<file path="src/rtl/adder_arbiter_pkg.sv">
// Shared definitions for the two-requester arbitrated adder.
// Holds the FSM state encoding and the width of the shared adder.
package adder_arbiter_pkg;

    localparam int ADDER_W = 32;

    typedef enum logic [1:0] {
        ST_IDLE = 2'd0,
        ST_CALC = 2'd1,
        ST_HOLD = 2'd2
    } state_e;

endpackage

</file>
<file path="src/rtl/adder_arbiter_carry_increment_adder.sv">
// Carry-increment adder built from 4-bit blocks with a carry-in of zero.
// Each block adds its operands locally, then increments that result by the carry from the block below.
module carry_increment_adder #(
    parameter int N = 32
) (
    input  logic [N-1:0] a,
    input  logic [N-1:0] b,
    output logic [N-1:0] sum,
    output logic         cout,
    output logic         of
);

    localparam int BLKS = N / 4;

    logic [4:0] blk_s [BLKS];
    logic [4:0] inc_s [BLKS];
    logic       carry_s [BLKS+1];

    assign carry_s[0] = 1'b0;

    // A local block sum is at most 5'd30, so the increment never wraps past bit 4.
    for (genvar i = 0; i < BLKS; i++) begin : g_blk
        assign blk_s[i]        = {1'b0, a[4*i +: 4]} + {1'b0, b[4*i +: 4]};
        assign inc_s[i]        = blk_s[i] + {4'd0, carry_s[i]};
        assign sum[4*i +: 4]   = inc_s[i][3:0];
        assign carry_s[i+1]    = inc_s[i][4];
    end

    assign cout = carry_s[BLKS];
    assign of   = cout ^ sum[N-1];

endmodule

</file>
<file path="src/rtl/adder_arbiter.sv">
// Two requesters share one adder through a round-robin grant.
// Each operation runs IDLE -> CALC -> HOLD and holds its registered result until the consumer accepts it.
module adder_arbiter
    import adder_arbiter_pkg::*;
#(
    parameter int N = 32
) (
    input  logic         clk,
    input  logic         rst,
    input  logic         req0_valid,
    output logic         req0_ready,
    input  logic [N-1:0] req0_in1,
    input  logic [N-1:0] req0_in2,
    input  logic         req1_valid,
    output logic         req1_ready,
    input  logic [N-1:0] req1_in1,
    input  logic [N-1:0] req1_in2,
    output logic         rsp_valid,
    input  logic         rsp_ready,
    output logic         rsp_id,
    output logic [N-1:0] rsp_sum,
    output logic         rsp_cout,
    output logic         rsp_of,
    output logic         busy
);

    state_e       state_q, state_d;
    logic         prio_q, prio_d;
    logic [N-1:0] op1_q, op1_d;
    logic [N-1:0] op2_q, op2_d;
    logic         id_q, id_d;
    logic [N-1:0] sum_q, sum_d;
    logic         cout_q, cout_d;
    logic         of_q, of_d;
    logic         rid_q, rid_d;

    logic         grant_s;
    logic         grant_vld_s;
    logic [N-1:0] add_sum_s;
    logic         add_cout_s;
    logic         add_of_s;

    carry_increment_adder #(.N(ADDER_W)) u_adder (
        .a    (op1_q),
        .b    (op2_q),
        .sum  (add_sum_s),
        .cout (add_cout_s),
        .of   (add_of_s)
    );

    // Round-robin grant: a lone requester wins, a tie goes to prio.
    always_comb begin
        grant_vld_s = req0_valid | req1_valid;
        if (req0_valid && req1_valid) begin
            grant_s = prio_q;
        end else if (req1_valid) begin
            grant_s = 1'b1;
        end else begin
            grant_s = 1'b0;
        end
    end

    // Next-state, capture and ready logic.
    always_comb begin
        state_d    = state_q;
        prio_d     = prio_q;
        op1_d      = op1_q;
        op2_d      = op2_q;
        id_d       = id_q;
        sum_d      = sum_q;
        cout_d     = cout_q;
        of_d       = of_q;
        rid_d      = rid_q;
        req0_ready = 1'b0;
        req1_ready = 1'b0;
        case (state_q)
            ST_IDLE: begin
                // Ready is masked by rst so nothing appears accepted in a reset cycle.
                if (grant_vld_s && !rst) begin
                    req0_ready = ~grant_s;
                    req1_ready = grant_s;
                    op1_d      = grant_s ? req1_in1 : req0_in1;
                    op2_d      = grant_s ? req1_in2 : req0_in2;
                    id_d       = grant_s;
                    prio_d     = ~grant_s;
                    state_d    = ST_CALC;
                end else begin
                    state_d    = ST_IDLE;
                end
            end
            ST_CALC: begin
                sum_d   = add_sum_s;
                cout_d  = add_cout_s;
                of_d    = add_of_s;
                rid_d   = id_q;
                state_d = ST_HOLD;
            end
            ST_HOLD: begin
                if (rsp_ready) begin
                    state_d = ST_IDLE;
                end else begin
                    state_d = ST_HOLD;
                end
            end
            default: begin
                state_d = ST_IDLE;
            end
        endcase
    end

    // State and datapath registers with synchronous reset.
    always_ff @(posedge clk) begin
        if (rst) begin
            state_q <= ST_IDLE;
            prio_q  <= 1'b0;
            op1_q   <= {N{1'b0}};
            op2_q   <= {N{1'b0}};
            id_q    <= 1'b0;
            sum_q   <= {N{1'b0}};
            cout_q  <= 1'b0;
            of_q    <= 1'b0;
            rid_q   <= 1'b0;
        end else begin
            state_q <= state_d;
            prio_q  <= prio_d;
            op1_q   <= op1_d;
            op2_q   <= op2_d;
            id_q    <= id_d;
            sum_q   <= sum_d;
            cout_q  <= cout_d;
            of_q    <= of_d;
            rid_q   <= rid_d;
        end
    end

    assign rsp_valid = (state_q == ST_HOLD);
    assign busy      = (state_q != ST_IDLE);
    assign rsp_sum   = sum_q;
    assign rsp_cout  = cout_q;
    assign rsp_of    = of_q;
    assign rsp_id    = rid_q;

endmodule
</file>
<file path="config.mk">
export PLATFORM = sky130hd
export DESIGN_NAME = adder_arbiter
export DESIGN_NICKNAME = d
export VERILOG_FILES = /design/src/rtl/adder_arbiter_pkg.sv /design/src/rtl/adder_arbiter_carry_increment_adder.sv /design/src/rtl/adder_arbiter.sv
export SDC_FILE = /design/constraint.sdc
export NUM_CORES = 1
export LEC_CHECK = 0
export CORE_MARGIN = 2
export CORE_UTILIZATION = 42
export DETAILED_ROUTE_END_ITERATION = 12
export PLACE_DENSITY_LB_ADDON = 0.1
export SYNTH_ARGS = -nofsm -noshare
export SYNTH_HDL_FRONTEND = slang
export SYNTH_SLANG_ARGS = --single-unit
</file>
<file path="constraint.sdc">
create_clock -name clk -period 23.3 [get_ports clk]
set_input_delay 4.66 -clock clk [delete_from_list [all_inputs] [get_ports clk]]
set_output_delay 4.66 -clock clk [all_outputs]
set_load 0.1 [all_outputs]
</file>
==> results summary <==
The run finished with clean final reports. The routed layout has 4199 vias. The placed wire-length estimate after detailed placement came out at 8149 µm. The path with the worst hold slack has its endpoint at rsp_sum[1].

The startpoint identified for the worst register-to-register timing path is op1_q[0]. The worst pin sits at a relative slew slack of 19.91%. The maximum number of pins on one net before global-route repair is 96.

The detail-routed net length per standard cell came out at 15.74 µm. For this run, the number of Yosys warnings is 0. The total count of hold-check failures in the final report came out at 0. The clock network latency to the later pin of the worst-skew pair came out at 0.36 ns. The post-route clock period utilization is 53.24%. The number of library cell types mapped by synthesis came out at 30.

The worst min-delay path class is flip-flop to flip-flop. The total global routing track utilization is 19.23%. The count of routing violations after the opening detailed-route iteration came out at 408. Setup repair after global routing left no endpoint under its margin. The area added between synthesis and finish came out at 40.80%. The post-route total power came out at 432.9 µW. The number of maximum-capacitance violations came out at 0.

The number of nets in the synthesized netlist is 647. The minimum setup slack after placement came out at 10.91 ns. STA classifies the critical path startpoint as an input port. Clock tree synthesis inserted a total of 9 buffers. The worst setup path is of the input port to output pin kind.

The cell count after placement is 746. The remaining design rule violation count is 0. The CTS tree is built.

The number of synthesized register bits came out at 103. The number of antenna violations at the first check in global routing came out at 0. At the pin with the least slew margin, the transition time is 1.201 ns. The number of standard-cell rows in the floorplan is 38. In this run the power density over the cells is 65.71 nW/µm².

Hold is met by 0.4592 ns. The final worst-path setup slack came out at 10.90 ns. The proportion of synthesized chip area in sequential cells came out at 44.06%. The final critical delay including setup and external delays came out at 12.40 ns. The worst reg2reg path depth came out at 34.

The overall routed net length came out at 11990 µm. The clock transition at the registers of the reported paths came out at 0.09 ns. The initial core utilization came out at 43.17%.

The worst supply voltage drop on vdd is 0.00003248 V. The post-route non-filler standard cell count came out at 762. The finished cells cover 6589 µm². The average instance in the mapped netlist occupies 9.872 µm². The count of input and output buffers came out at 171. The floorplan step set the die height to 109.6 µm. Counting every instance in the synthesized netlist gives 474. The die area came out at 12000 µm². The clock sink count is 103. For this design, the CTS-stage hold fixing added 0 buffers. The worst setup path is captured at an output pin.

The global route total overflow is 0. The post-route antenna net violation count is 0. Derived from the worst setup path, the maximum achievable clock frequency is 80.62 MHz. The maximum number of buffers from clock root to sink came out at 2. The total number of H-tree levels came out at 3.

The end-of-flow core utilization is 60.78%. The number of iterations in the first detailed-routing pass is 7. In the final layout, the share of cells above drive strength 1 is 3.537%. The setup TNS after final layout came out at 0 ns. After the last flow step, the layout net total stands at 790. After detailed routing, the number of vias per cell comes to 5.510.

Along the worst hold path, the cell count comes to 2. The total leakage power came out at 2.734 nW. The reg2reg setup slack is 13.25 ns. The startpoint of the tightest hold check path is rsp_sum[1]. The data arrival time of the critical path is 7.74 ns. The synthesized area is 4679 µm². Leaving out fill and tap cells, the most frequent cell in the layout is clkdlybuf4s50_1. The largest clock skew in the final design is 0.01038 ns. The routability congestion estimate from global placement is 0.7691.

The final max-slew violation count came out at 0. The tree is rooted in a clkbuf_8. Leaving out fill and tap cells, the most frequent cells in the layout are clkdlybuf4s50_1 (170), dfxtp_1 (103), nor2_1 (78).

Counting flops with a built-in enable in the synthesized netlist gives 0. The die extent in x came out at 109.6 µm. The first global-routing pass estimated 18260 µm of wire. The standard cell core area came out at 10840 µm². In the synthesized netlist the dominant register cell turns out to be dfxtp_1. For this design the top-level I/O count stands at 172. The buffer count from post-CTS setup fixing is 0. The placement-stage cell area came out at 6366 µm². The number of setup violations in the final report is 0. The via count of the first global-routing pass is 3964. The number of gates resized after CTS was 0. 0 antenna diodes ended up in the layout. For this run, asynchronously set or reset flops after synthesis account for 0%.

Along the worst path, the maximum fanout reaches 95. STA puts the critical path data required time at 18.64 ns. In this run the critical register-to-register path is captured at rsp_of.
## registers in the layout, summed over array words and instances (netlist names)
name / flops
op2_q: 32
rsp_cout: 1
rsp_id: 1
id_q: 1
prio_q: 1
rsp_of: 1
op1_q: 32
state_q: 2
rsp_sum: 32
## final cells by class
class	instances	area, µm²
Clock inverter	5	81.33
Multi-Input combinational cell	329	2409
Timing Repair Buffer	171	1709
Clock buffer	11	141.4
Tap cell	140	175.2
Inverter	3	11.26
Fill cell	985	4252
Sequential cell	103	2062
## Yosys cell counts, types with 2 or more instances
| library cell | count | area [µm²] |
|---|---|---|
| nor2_1 | 78 | 292.8 |
| fa_1 | 15 | 300.3 |
| ha_1 | 25 | 312.8 |
| inv_1 | 3 | 11.26 |
| o22ai_1 | 4 | 25.02 |
| nand2b_1 | 3 | 18.77 |
| and3_1 | 3 | 18.77 |
| a211oi_1 | 9 | 67.56 |
| buf_2 | 8 | 40.04 |
| a21oi_1 | 28 | 140.1 |
| o21ai_0 | 5 | 25.02 |
| dfxtp_1 | 103 | 2062 |
| buf_1 | 2 | 7.510 |
| nand2_1 | 42 | 157.7 |
| a222oi_1 | 64 | 640.6 |
| nor2b_1 | 2 | 12.51 |
| nand3_1 | 5 | 25.02 |
| xnor2_1 | 8 | 70.07 |
| xor2_1 | 7 | 61.31 |
| buf_6 | 7 | 78.83 |
| clkbuf_1 | 22 | 82.58 |
| a21o_1 | 23 | 172.7 |
## metal layers
metal  part of all wire, %  GRT usage, %  vias up
li1                      -             -     2069
met1                    44         24.22     1969
met2                    48         33.55      151
met3                   6.9         3.972       10
met4                  0.99         4.882        0
met5                     0             0        -
## power breakdown
part	total (mW)	switching, mW	internal, mW
combinational	0.112	0.0662	0.0462
sequential	0.198	0.00933	0.188
clock	0.123	0.0591	0.0635
total	0.433	0.135	0.298
## worst max-delay path by stage
stage | start | end | depth (start not counted) | slack, ns
6_report | rst | req0_ready | 4 | 10.90
5_1_grt | rst | req0_ready | 4 | 10.69
4_1_cts | rst | req0_ready | 4 | 10.92
3_5_place_dp | rst | req0_ready | 4 | 10.91
3_3_place_gp | rst | req1_ready | 4 | 10.99
2_1_floorplan | rst | req1_ready | 3 | 12.59
## worst max-delay path: stages
cell and delay [ns]:
buf_4 0.36, nor3_1 0.34, and3_2 1.04, clkdlybuf4s50_1 1.31
## logic make-up (layout without fill, tap and decap cells)
logic type	Yosys count	after routing	share of synthesized area, %
compound gates	136	136	23.40
xor+xnor	15	15	2.808
fa+ha+maj	40	40	13.10
buf+inv	42	190	4.706
flops	103	103	44.06
simple gates	138	138	11.93
Power figures use the tool's default switching activity.
